`config.mk`:
```
export PLATFORM = sky130hd
export DESIGN_NAME = mem_access_ctrl_flat
export DESIGN_NICKNAME = d
export VERILOG_FILES = /design/src/rtl/pipe_defs.sv /design/src/rtl/mem_access_ctrl_if.sv /design/src/rtl/mem_align_chk.sv /design/src/rtl/mem_access_ctrl.sv /design/src/flat_wrapper.sv
export SDC_FILE = /design/constraint.sdc
export NUM_CORES = 1
export LEC_CHECK = 0
export BUFFER_PORTS_ARGS = -buffer_cell sky130_fd_sc_hd__buf_2
export CORE_MARGIN = 4
export CORE_UTILIZATION = 45
export CTS_BUF_LIST = sky130_fd_sc_hd__clkbuf_4 sky130_fd_sc_hd__clkbuf_8
export CTS_CLUSTER_DIAMETER = 50
export DETAILED_ROUTE_END_ITERATION = 8
export HOLD_SLACK_MARGIN = 0.06
export PLACE_DENSITY_LB_ADDON = 0.15
export SYNTH_ARGS = -nofsm -noshare
export SYNTH_HDL_FRONTEND = slang
export SYNTH_SLANG_ARGS = --single-unit
export TNS_END_PERCENT = 10
```
`constraint.sdc`:
```
create_clock -name clk -period 2.1 [get_ports clk]
set_input_delay 0.42 -clock clk [delete_from_list [all_inputs] [get_ports clk]]
set_output_delay 0.42 -clock clk [all_outputs]
set_load 0.05 [all_outputs]
```
`src/rtl/pipe_defs.sv`:
```
// pipe_defs: shared FSM state, exception-code and access-size encodings for the MEM stage
package pipe_defs;

   typedef enum logic [1:0] {
      IDLE = 2'd0,
      WAIT = 2'd1,
      EXC  = 2'd2
   } state_t;

   localparam logic [1:0] EXC_MISALIGN = 2'b01;
   localparam logic [1:0] EXC_BUSERR   = 2'b10;
   localparam logic [1:0] EXC_TIMEOUT  = 2'b11;

   localparam logic [1:0] SZ_BYTE = 2'b00;
   localparam logic [1:0] SZ_HALF = 2'b01;
   localparam logic [1:0] SZ_WORD = 2'b10;

endpackage

```
`src/rtl/mem_access_ctrl_if.sv`:
```
// mem_access_ctrl_if: MEM-stage, data-memory and exception-unit signals around the access controller
interface mem_access_ctrl_if #(parameter int unsigned CNT_W = 16);

   logic              ex_mem_read;
   logic              ex_mem_write;
   logic [31:0]       ex_mem_addr;
   logic [1:0]        ex_mem_size;
   logic              dmem_req;
   logic              dmem_we;
   logic [31:0]       dmem_addr;
   logic              dmem_ack;
   logic              dmem_err;
   logic              pipe_stall;
   logic              mem_flush;
   logic              exc_valid;
   logic [1:0]        exc_code;
   logic [31:0]       exc_addr;
   logic              exc_ack;
   logic [CNT_W-1:0]  stall_cycles;

   modport master (
      input  ex_mem_read, ex_mem_write, ex_mem_addr, ex_mem_size,
      input  dmem_ack, dmem_err, exc_ack,
      output dmem_req, dmem_we, dmem_addr,
      output pipe_stall, mem_flush,
      output exc_valid, exc_code, exc_addr, stall_cycles
   );

   modport slave (
      output ex_mem_read, ex_mem_write, ex_mem_addr, ex_mem_size,
      output dmem_ack, dmem_err, exc_ack,
      input  dmem_req, dmem_we, dmem_addr,
      input  pipe_stall, mem_flush,
      input  exc_valid, exc_code, exc_addr, stall_cycles
   );

endinterface

```
`src/rtl/mem_align_chk.sv`:
```
// mem_align_chk: flags an access whose byte address is not aligned to its size (size 11 acts as word)
module mem_align_chk
   import pipe_defs::*;
(
   input  logic [1:0] i_addr_lo,
   input  logic [1:0] i_size,
   output logic       o_misaligned
);

   assign o_misaligned = (i_size == SZ_BYTE) ? 1'b0 :
                         (i_size == SZ_HALF) ? i_addr_lo[0] : |i_addr_lo;

endmodule

```
`src/rtl/mem_access_ctrl.sv`:
```
// mem_access_ctrl: sequences MEM-stage data accesses over req/ack, stalls on wait states, raises held exceptions
module mem_access_ctrl
   import pipe_defs::*;
#(
   parameter int unsigned TIMEOUT_CYCLES = 255,
   parameter int unsigned CNT_W          = 16
)(
   input  logic              clk,
   input  logic              reset,
   mem_access_ctrl_if.master bus
);

   localparam logic [15:0] LP_TO_LAST = 16'(TIMEOUT_CYCLES - 1);

   state_t            r_state;
   state_t            w_next;
   logic [15:0]       r_wcnt;
   logic [15:0]       w_wcnt_nxt;
   logic [31:0]       r_hold_addr;
   logic              r_hold_we;
   logic              w_hold_ld;
   logic [1:0]        r_exc_code;
   logic [1:0]        w_exc_code_nxt;
   logic [31:0]       r_exc_addr;
   logic [31:0]       w_exc_addr_nxt;
   logic [CNT_W-1:0]  r_stall_cnt;
   logic              w_pend;
   logic              w_we_in;
   logic              w_mis;
   logic              w_req;
   logic              w_we;
   logic [31:0]       w_addr;
   logic              w_stall;

   assign w_pend  = bus.ex_mem_read | bus.ex_mem_write;
   assign w_we_in = bus.ex_mem_write;

   mem_align_chk u_align (
      .i_addr_lo    (bus.ex_mem_addr[1:0]),
      .i_size       (bus.ex_mem_size),
      .o_misaligned (w_mis)
   );

   // State, wait counter, hold and exception registers; reset returns to IDLE with everything cleared
   always_ff @(posedge clk or negedge reset) begin
      if (!reset) begin
         r_state     <= IDLE;
         r_wcnt      <= '0;
         r_hold_addr <= '0;
         r_hold_we   <= 1'b0;
         r_exc_code  <= '0;
         r_exc_addr  <= '0;
      end else begin
         r_state    <= w_next;
         r_wcnt     <= w_wcnt_nxt;
         r_exc_code <= w_exc_code_nxt;
         r_exc_addr <= w_exc_addr_nxt;
         if (w_hold_ld) begin
            r_hold_addr <= bus.ex_mem_addr;
            r_hold_we   <= w_we_in;
         end
      end
   end

   // Stall-cycle counter: one per stalled edge, sticks at all-ones
   always_ff @(posedge clk or negedge reset) begin
      if (!reset)
         r_stall_cnt <= '0;
      else if (w_stall && r_stall_cnt != '1)
         r_stall_cnt <= r_stall_cnt + 1'b1;
   end

   // Next state and Mealy outputs; ack/err only matter while a request is on the bus
   always_comb begin
      w_next         = r_state;
      w_wcnt_nxt     = r_wcnt;
      w_hold_ld      = 1'b0;
      w_exc_code_nxt = r_exc_code;
      w_exc_addr_nxt = r_exc_addr;
      w_req          = 1'b0;
      w_we           = 1'b0;
      w_addr         = '0;
      w_stall        = 1'b0;
      case (r_state)
         IDLE: begin
            if (w_pend && w_mis) begin
               w_stall        = 1'b1;
               w_exc_code_nxt = EXC_MISALIGN;
               w_exc_addr_nxt = bus.ex_mem_addr;
               w_next         = EXC;
            end else if (w_pend) begin
               w_req     = 1'b1;
               w_we      = w_we_in;
               w_addr    = bus.ex_mem_addr;
               w_hold_ld = 1'b1;
               if (bus.dmem_err) begin
                  w_stall        = 1'b1;
                  w_exc_code_nxt = EXC_BUSERR;
                  w_exc_addr_nxt = bus.ex_mem_addr;
                  w_next         = EXC;
               end else if (!bus.dmem_ack) begin
                  w_stall    = 1'b1;
                  w_wcnt_nxt = '0;
                  w_next     = WAIT;
               end
            end
         end
         WAIT: begin
            w_req  = 1'b1;
            w_we   = r_hold_we;
            w_addr = r_hold_addr;
            if (bus.dmem_err) begin
               w_stall        = 1'b1;
               w_exc_code_nxt = EXC_BUSERR;
               w_exc_addr_nxt = r_hold_addr;
               w_next         = EXC;
            end else if (bus.dmem_ack) begin
               w_next = IDLE;
            end else begin
               w_stall = 1'b1;
               if (r_wcnt == LP_TO_LAST) begin
                  w_exc_code_nxt = EXC_TIMEOUT;
                  w_exc_addr_nxt = r_hold_addr;
                  w_next         = EXC;
               end else begin
                  w_wcnt_nxt = r_wcnt + 16'd1;
               end
            end
         end
         EXC: begin
            w_stall = 1'b1;
            w_next  = bus.exc_ack ? IDLE : EXC;
         end
         default: w_next = IDLE;
      endcase
   end

   assign bus.dmem_req     = reset & w_req;
   assign bus.dmem_we      = reset & w_we;
   assign bus.dmem_addr    = reset ? w_addr : 32'd0;
   assign bus.pipe_stall   = reset & w_stall;
   assign bus.mem_flush    = reset & w_stall;
   assign bus.exc_valid    = (r_state == EXC);
   assign bus.exc_code     = r_exc_code;
   assign bus.exc_addr     = r_exc_addr;
   assign bus.stall_cycles = r_stall_cnt;

endmodule

```
`src/flat_wrapper.sv`:
```
// flat-port wrapper written by rule: the top's interface ports become plain ports
module mem_access_ctrl_flat import pipe_defs::*;
#(
   parameter int unsigned TIMEOUT_CYCLES = 255,
   parameter int unsigned CNT_W          = 16
)
  (clk, reset, bus_ex_mem_read, bus_ex_mem_write, bus_ex_mem_addr, bus_ex_mem_size, bus_dmem_ack, bus_dmem_err, bus_exc_ack, bus_dmem_req, bus_dmem_we, bus_dmem_addr, bus_pipe_stall, bus_mem_flush, bus_exc_valid, bus_exc_code, bus_exc_addr, bus_stall_cycles);
  mem_access_ctrl_if #(.CNT_W(CNT_W)) bus_i ();
  input  logic clk;
  input  logic reset;
  input wire logic [$bits(bus_i.ex_mem_read)-1:0] bus_ex_mem_read;
  input wire logic [$bits(bus_i.ex_mem_write)-1:0] bus_ex_mem_write;
  input wire logic [$bits(bus_i.ex_mem_addr)-1:0] bus_ex_mem_addr;
  input wire logic [$bits(bus_i.ex_mem_size)-1:0] bus_ex_mem_size;
  input wire logic [$bits(bus_i.dmem_ack)-1:0] bus_dmem_ack;
  input wire logic [$bits(bus_i.dmem_err)-1:0] bus_dmem_err;
  input wire logic [$bits(bus_i.exc_ack)-1:0] bus_exc_ack;
  output wire logic [$bits(bus_i.dmem_req)-1:0] bus_dmem_req;
  output wire logic [$bits(bus_i.dmem_we)-1:0] bus_dmem_we;
  output wire logic [$bits(bus_i.dmem_addr)-1:0] bus_dmem_addr;
  output wire logic [$bits(bus_i.pipe_stall)-1:0] bus_pipe_stall;
  output wire logic [$bits(bus_i.mem_flush)-1:0] bus_mem_flush;
  output wire logic [$bits(bus_i.exc_valid)-1:0] bus_exc_valid;
  output wire logic [$bits(bus_i.exc_code)-1:0] bus_exc_code;
  output wire logic [$bits(bus_i.exc_addr)-1:0] bus_exc_addr;
  output wire logic [$bits(bus_i.stall_cycles)-1:0] bus_stall_cycles;
  assign bus_i.ex_mem_read = bus_ex_mem_read;
  assign bus_i.ex_mem_write = bus_ex_mem_write;
  assign bus_i.ex_mem_addr = bus_ex_mem_addr;
  assign bus_i.ex_mem_size = bus_ex_mem_size;
  assign bus_i.dmem_ack = bus_dmem_ack;
  assign bus_i.dmem_err = bus_dmem_err;
  assign bus_i.exc_ack = bus_exc_ack;
  assign bus_dmem_req = bus_i.dmem_req;
  assign bus_dmem_we = bus_i.dmem_we;
  assign bus_dmem_addr = bus_i.dmem_addr;
  assign bus_pipe_stall = bus_i.pipe_stall;
  assign bus_mem_flush = bus_i.mem_flush;
  assign bus_exc_valid = bus_i.exc_valid;
  assign bus_exc_code = bus_i.exc_code;
  assign bus_exc_addr = bus_i.exc_addr;
  assign bus_stall_cycles = bus_i.stall_cycles;
  mem_access_ctrl #(.TIMEOUT_CYCLES(TIMEOUT_CYCLES), .CNT_W(CNT_W)) u_core (.clk(clk), .reset(reset), .bus(bus_i));
endmodule
```
==> flow_metrics.env <==
export IMPL_async_reset_ff_share_pct=100
export IMPL_cts_tree="done"
export IMPL_viasPerCell=5.39
export IMPL_diodes=0
export IMPL_final_nets=788
export IMPL_clk_latency_ns=0.37
export IMPL_crit_type="reg -> out"
export IMPL_grt_max_degree=102
export IMPL_pwr_share_comb_pct=50.6
export IMPL_irDropWorstVdd_mv=0.730
export IMPL_setup_slack_ns=-0.155
export IMPL_clkSlewWorstSetupHoldPaths_ns=0.09
export IMPL_synth_edf_count=0
export IMPL_rsz0062_at_grt="yes"
export IMPL_hold_buffers=0
export IMPL_ys_warn_count=0
export IMPL_ys_types=55
export IMPL_vias=4768
export IMPL_status="finished with violations"
export IMPL_maxCapViolCount=0
export IMPL_first_pass_iters=5
export IMPL_period_needed_ns=2.25
export IMPL_worstPathArrival_ns=1.83
export IMPL_finalSetupViolCount=34
export IMPL_clockBufferDepth=2
export IMPL_cts_sinks=101
export IMPL_seq_area_um2=2530
export IMPL_final_common_cell="nand2_1"
export IMPL_synth_top_cells_by_area="dfrtp_1 (51%), nand2_1 (14%), a31oi_1 (4.2%)"
export IMPL_grt_ovfl_total=0
export IMPL_tns_ns=-3.80
export IMPL_seqPwrFrac_pct=34.5
export IMPL_cts_root_buf="clkbuf_8"
export IMPL_htree_levels=3
export IMPL_final_area_um2=7220
export IMPL_dp_cells=867
export IMPL_synth_flop_cell="dfrtp_1"
export IMPL_slew_headroom_pct=47.2
export IMPL_timing_final_crit_share_pct=107
export IMPL_dpl_hpwl_um=10000
export IMPL_yosysTopAreaCellShare_pct=51.4
export IMPL_initial_core_util_pct=46.8
export IMPL_synth_top_area_cell="dfrtp_1"
export IMPL_grt_pass1_vias=4945
export IMPL_final_cells=884
export IMPL_row_count=37
export IMPL_ioPinCount=128
export IMPL_r2r_slack_ns=0.01
export IMPL_p_leak_nw=3.26
export IMPL_place_area_um2=6600
export IMPL_crit_path_end_kind="output pin"
export IMPL_area_growth_pct=46.7
export IMPL_power_switching_mw=4.32
export IMPL_ys_seq_area_share_pct=51.4
export IMPL_port_buffers=127
export IMPL_fillers=872
export IMPL_p_int_mw=4.86
export IMPL_hold_viol=0
export IMPL_cts_buffers=9
export IMPL_power_density_nw_per_um2=1270
export IMPL_reg2reg_depth=8
export IMPL_multi_input_area_um2=2700
export IMPL_routedWlPerCell_um=16.2
export IMPL_fin_util_pct=68.7
export IMPL_skew_ns=0.00873
export IMPL_syn_area_um2=4920
export IMPL_drtIter0Drc=403
export IMPL_p_sw_share_pct=47.1
export IMPL_ant_nets=0
export IMPL_drc=0
export IMPL_dieArea_um2=12700
export IMPL_required_ns=1.68
export IMPL_worstMarginPinSlew_ns=0.781
export IMPL_ys_ff_latch=101
export IMPL_hold_class="in -> async"
export IMPL_grt_use_total_pct=23.3
export IMPL_worst_r2r_startpoint="u_core.r_wcnt[0]"
export IMPL_routed_wirelength_um=14300
export IMPL_synth_nets=611
export IMPL_dieHeight_um=113
export IMPL_antenna_found_initial=0
export IMPL_grt_pass1_wl_um=24200
export IMPL_avgSynthCellArea_um2=8.68
export IMPL_die_w_um=113
export IMPL_violations="setup timing"
export IMPL_critPathMaxFanout=10
export IMPL_clkPwrFrac_pct=15.0
export IMPL_layout_common_cells="nand2_1 (164), dfrtp_1 (99), buf_2 (90)"
export IMPL_drive_gt1_share_pct=38.5
export IMPL_slew_violations=0
export IMPL_finalPower_mw=9.18
export IMPL_postSynthCellCount=567
export IMPL_gp_congestion=0.843
export IMPL_max_clock_freq_mhz=443
export IMPL_crit_path_start_kind="flop"
export IMPL_core_area_um2=10500
export IMPL_r2r_end="u_core.bus.exc_addr[16]"
[stage by stage]
stage | setup WS (ns) | hold slack, ns
floorplan | -0.0946 | 0.124
global placement | -0.120 | 0.457
detailed placement | -0.153 | 0.462
CTS | -0.151 | 0.215
global route | -0.225 | 0.216
finish | -0.155 | 0.200
[cells by family after synthesis]
logic type                 after synthesis  share of synthesized area, %
muxes                                    2                         0.432
and+or+nand+nor                        295                          26.4
DFF                                    101                          51.4
buffers and inverters                   41                          3.81
AOI/OAI and AO/OA                      104                          13.5
xor gates and xnor gates                21                          3.74
adders and majority gates                3                         0.763
[what timing repair did]
item / CTS / global route
resized for setup: 86 / 25
setup endpoints to repair: 69 / 77
gates cloned: 0 / 1
setup buffers: 1 / 0
pin swaps: 4 / 7
[power groups by stage]
stage | sequential [mW] | clock (mW) | combinational (mW)
floorplan | 4.47 | 0 | 1.84
global placement | 3.13 | 0 | 4.36
detailed placement | 3.18 | 0 | 4.43
CTS | 3.15 | 1.41 | 4.59
global route | 3.27 | 1.50 | 4.97
finish | 3.16 | 1.38 | 4.64
[cell usage after synthesis (2+ instances only)]
master / n
or2_2: 2
nand2b_1: 3
nor2_1: 49
dfrtp_1: 101
a211oi_2: 2
a31oi_1: 33
o311ai_0: 2
o21ai_0: 7
nand2_1: 177
a21o_1: 3
buf_2: 10
nor3_1: 6
xnor2_1: 17
inv_1: 10
nor4_1: 3
nand3_1: 14
clkbuf_1: 16
or3_1: 5
nand4_1: 11
ha_1: 3
and2_1: 3
o41ai_1: 2
and3_1: 7
and4_1: 4
a21oi_1: 41
buf_4: 3
xor2_1: 4
o211ai_1: 2
[sequential cells by signal (all words and copies together), names as in the netlist]
| signal | count |
|---|---|
| u_core.bus.exc_addr | 32 |
| u_core.bus.exc_code | 2 |
| u_core.r_state | 2 |
| u_core.bus.stall_cycles | 16 |
| u_core.r_hold_we | 1 |
| u_core.r_hold_addr | 32 |
| u_core.r_wcnt | 16 |
[worst max-delay path by stage]
stage | from | endpoint | slack [ns] | cells after the start
2_1_floorplan | u_core.r_state[0] | bus_dmem_req | -0.09 | 5
3_3_place_gp | bus_ex_mem_addr[0] | bus_dmem_addr[21] | -0.12 | 8
3_5_place_dp | bus_ex_mem_addr[0] | bus_dmem_addr[21] | -0.15 | 8
4_1_cts | u_core.r_state[0] | bus_pipe_stall | -0.15 | 6
5_1_grt | u_core.r_state[0] | bus_dmem_addr[11] | -0.22 | 6
6_report | u_core.r_state[0] | bus_dmem_addr[11] | -0.15 | 6
[critical path, stage by stage, from the launching register on]
cell and delay [ns]:
dfrtp_2 0.46, nor2_4 0.12, and3_4 0.25, clkbuf_16 0.19, nand2_2 0.09, a21oi_4 0.17, buf_6 0.18
[layer usage]
| metal | vias to the layer above | track usage (%) | part of all wire [%] | wire [um] |
|---|---|---|---|---|
| met2 | 124 | 39.5 | 50 | 7170 |
| met3 | 16 | 5.39 | 5.6 | 795 |
| met4 | 0 | 5.45 | 1.4 | 202 |
| met1 | 2328 | 30.3 | 43 | 6110 |
| met5 | - | 0 | 0 | 0 |
| li1 | 2300 | - | - | - |
[final cells by class]
| type | instances | area share (%) |
|---|---|---|
| clock inverter | 4 | 1.01 |
| inverter | 10 | 0.520 |
| tap | 136 | 2.36 |
| multi-input combinational | 425 | 37.4 |
| sequential | 101 | 35.1 |
| clock buffer | 11 | 2.01 |
| timing repair buffer | 197 | 21.7 |
No activity file was read; power rests on OpenSTA's default activity.
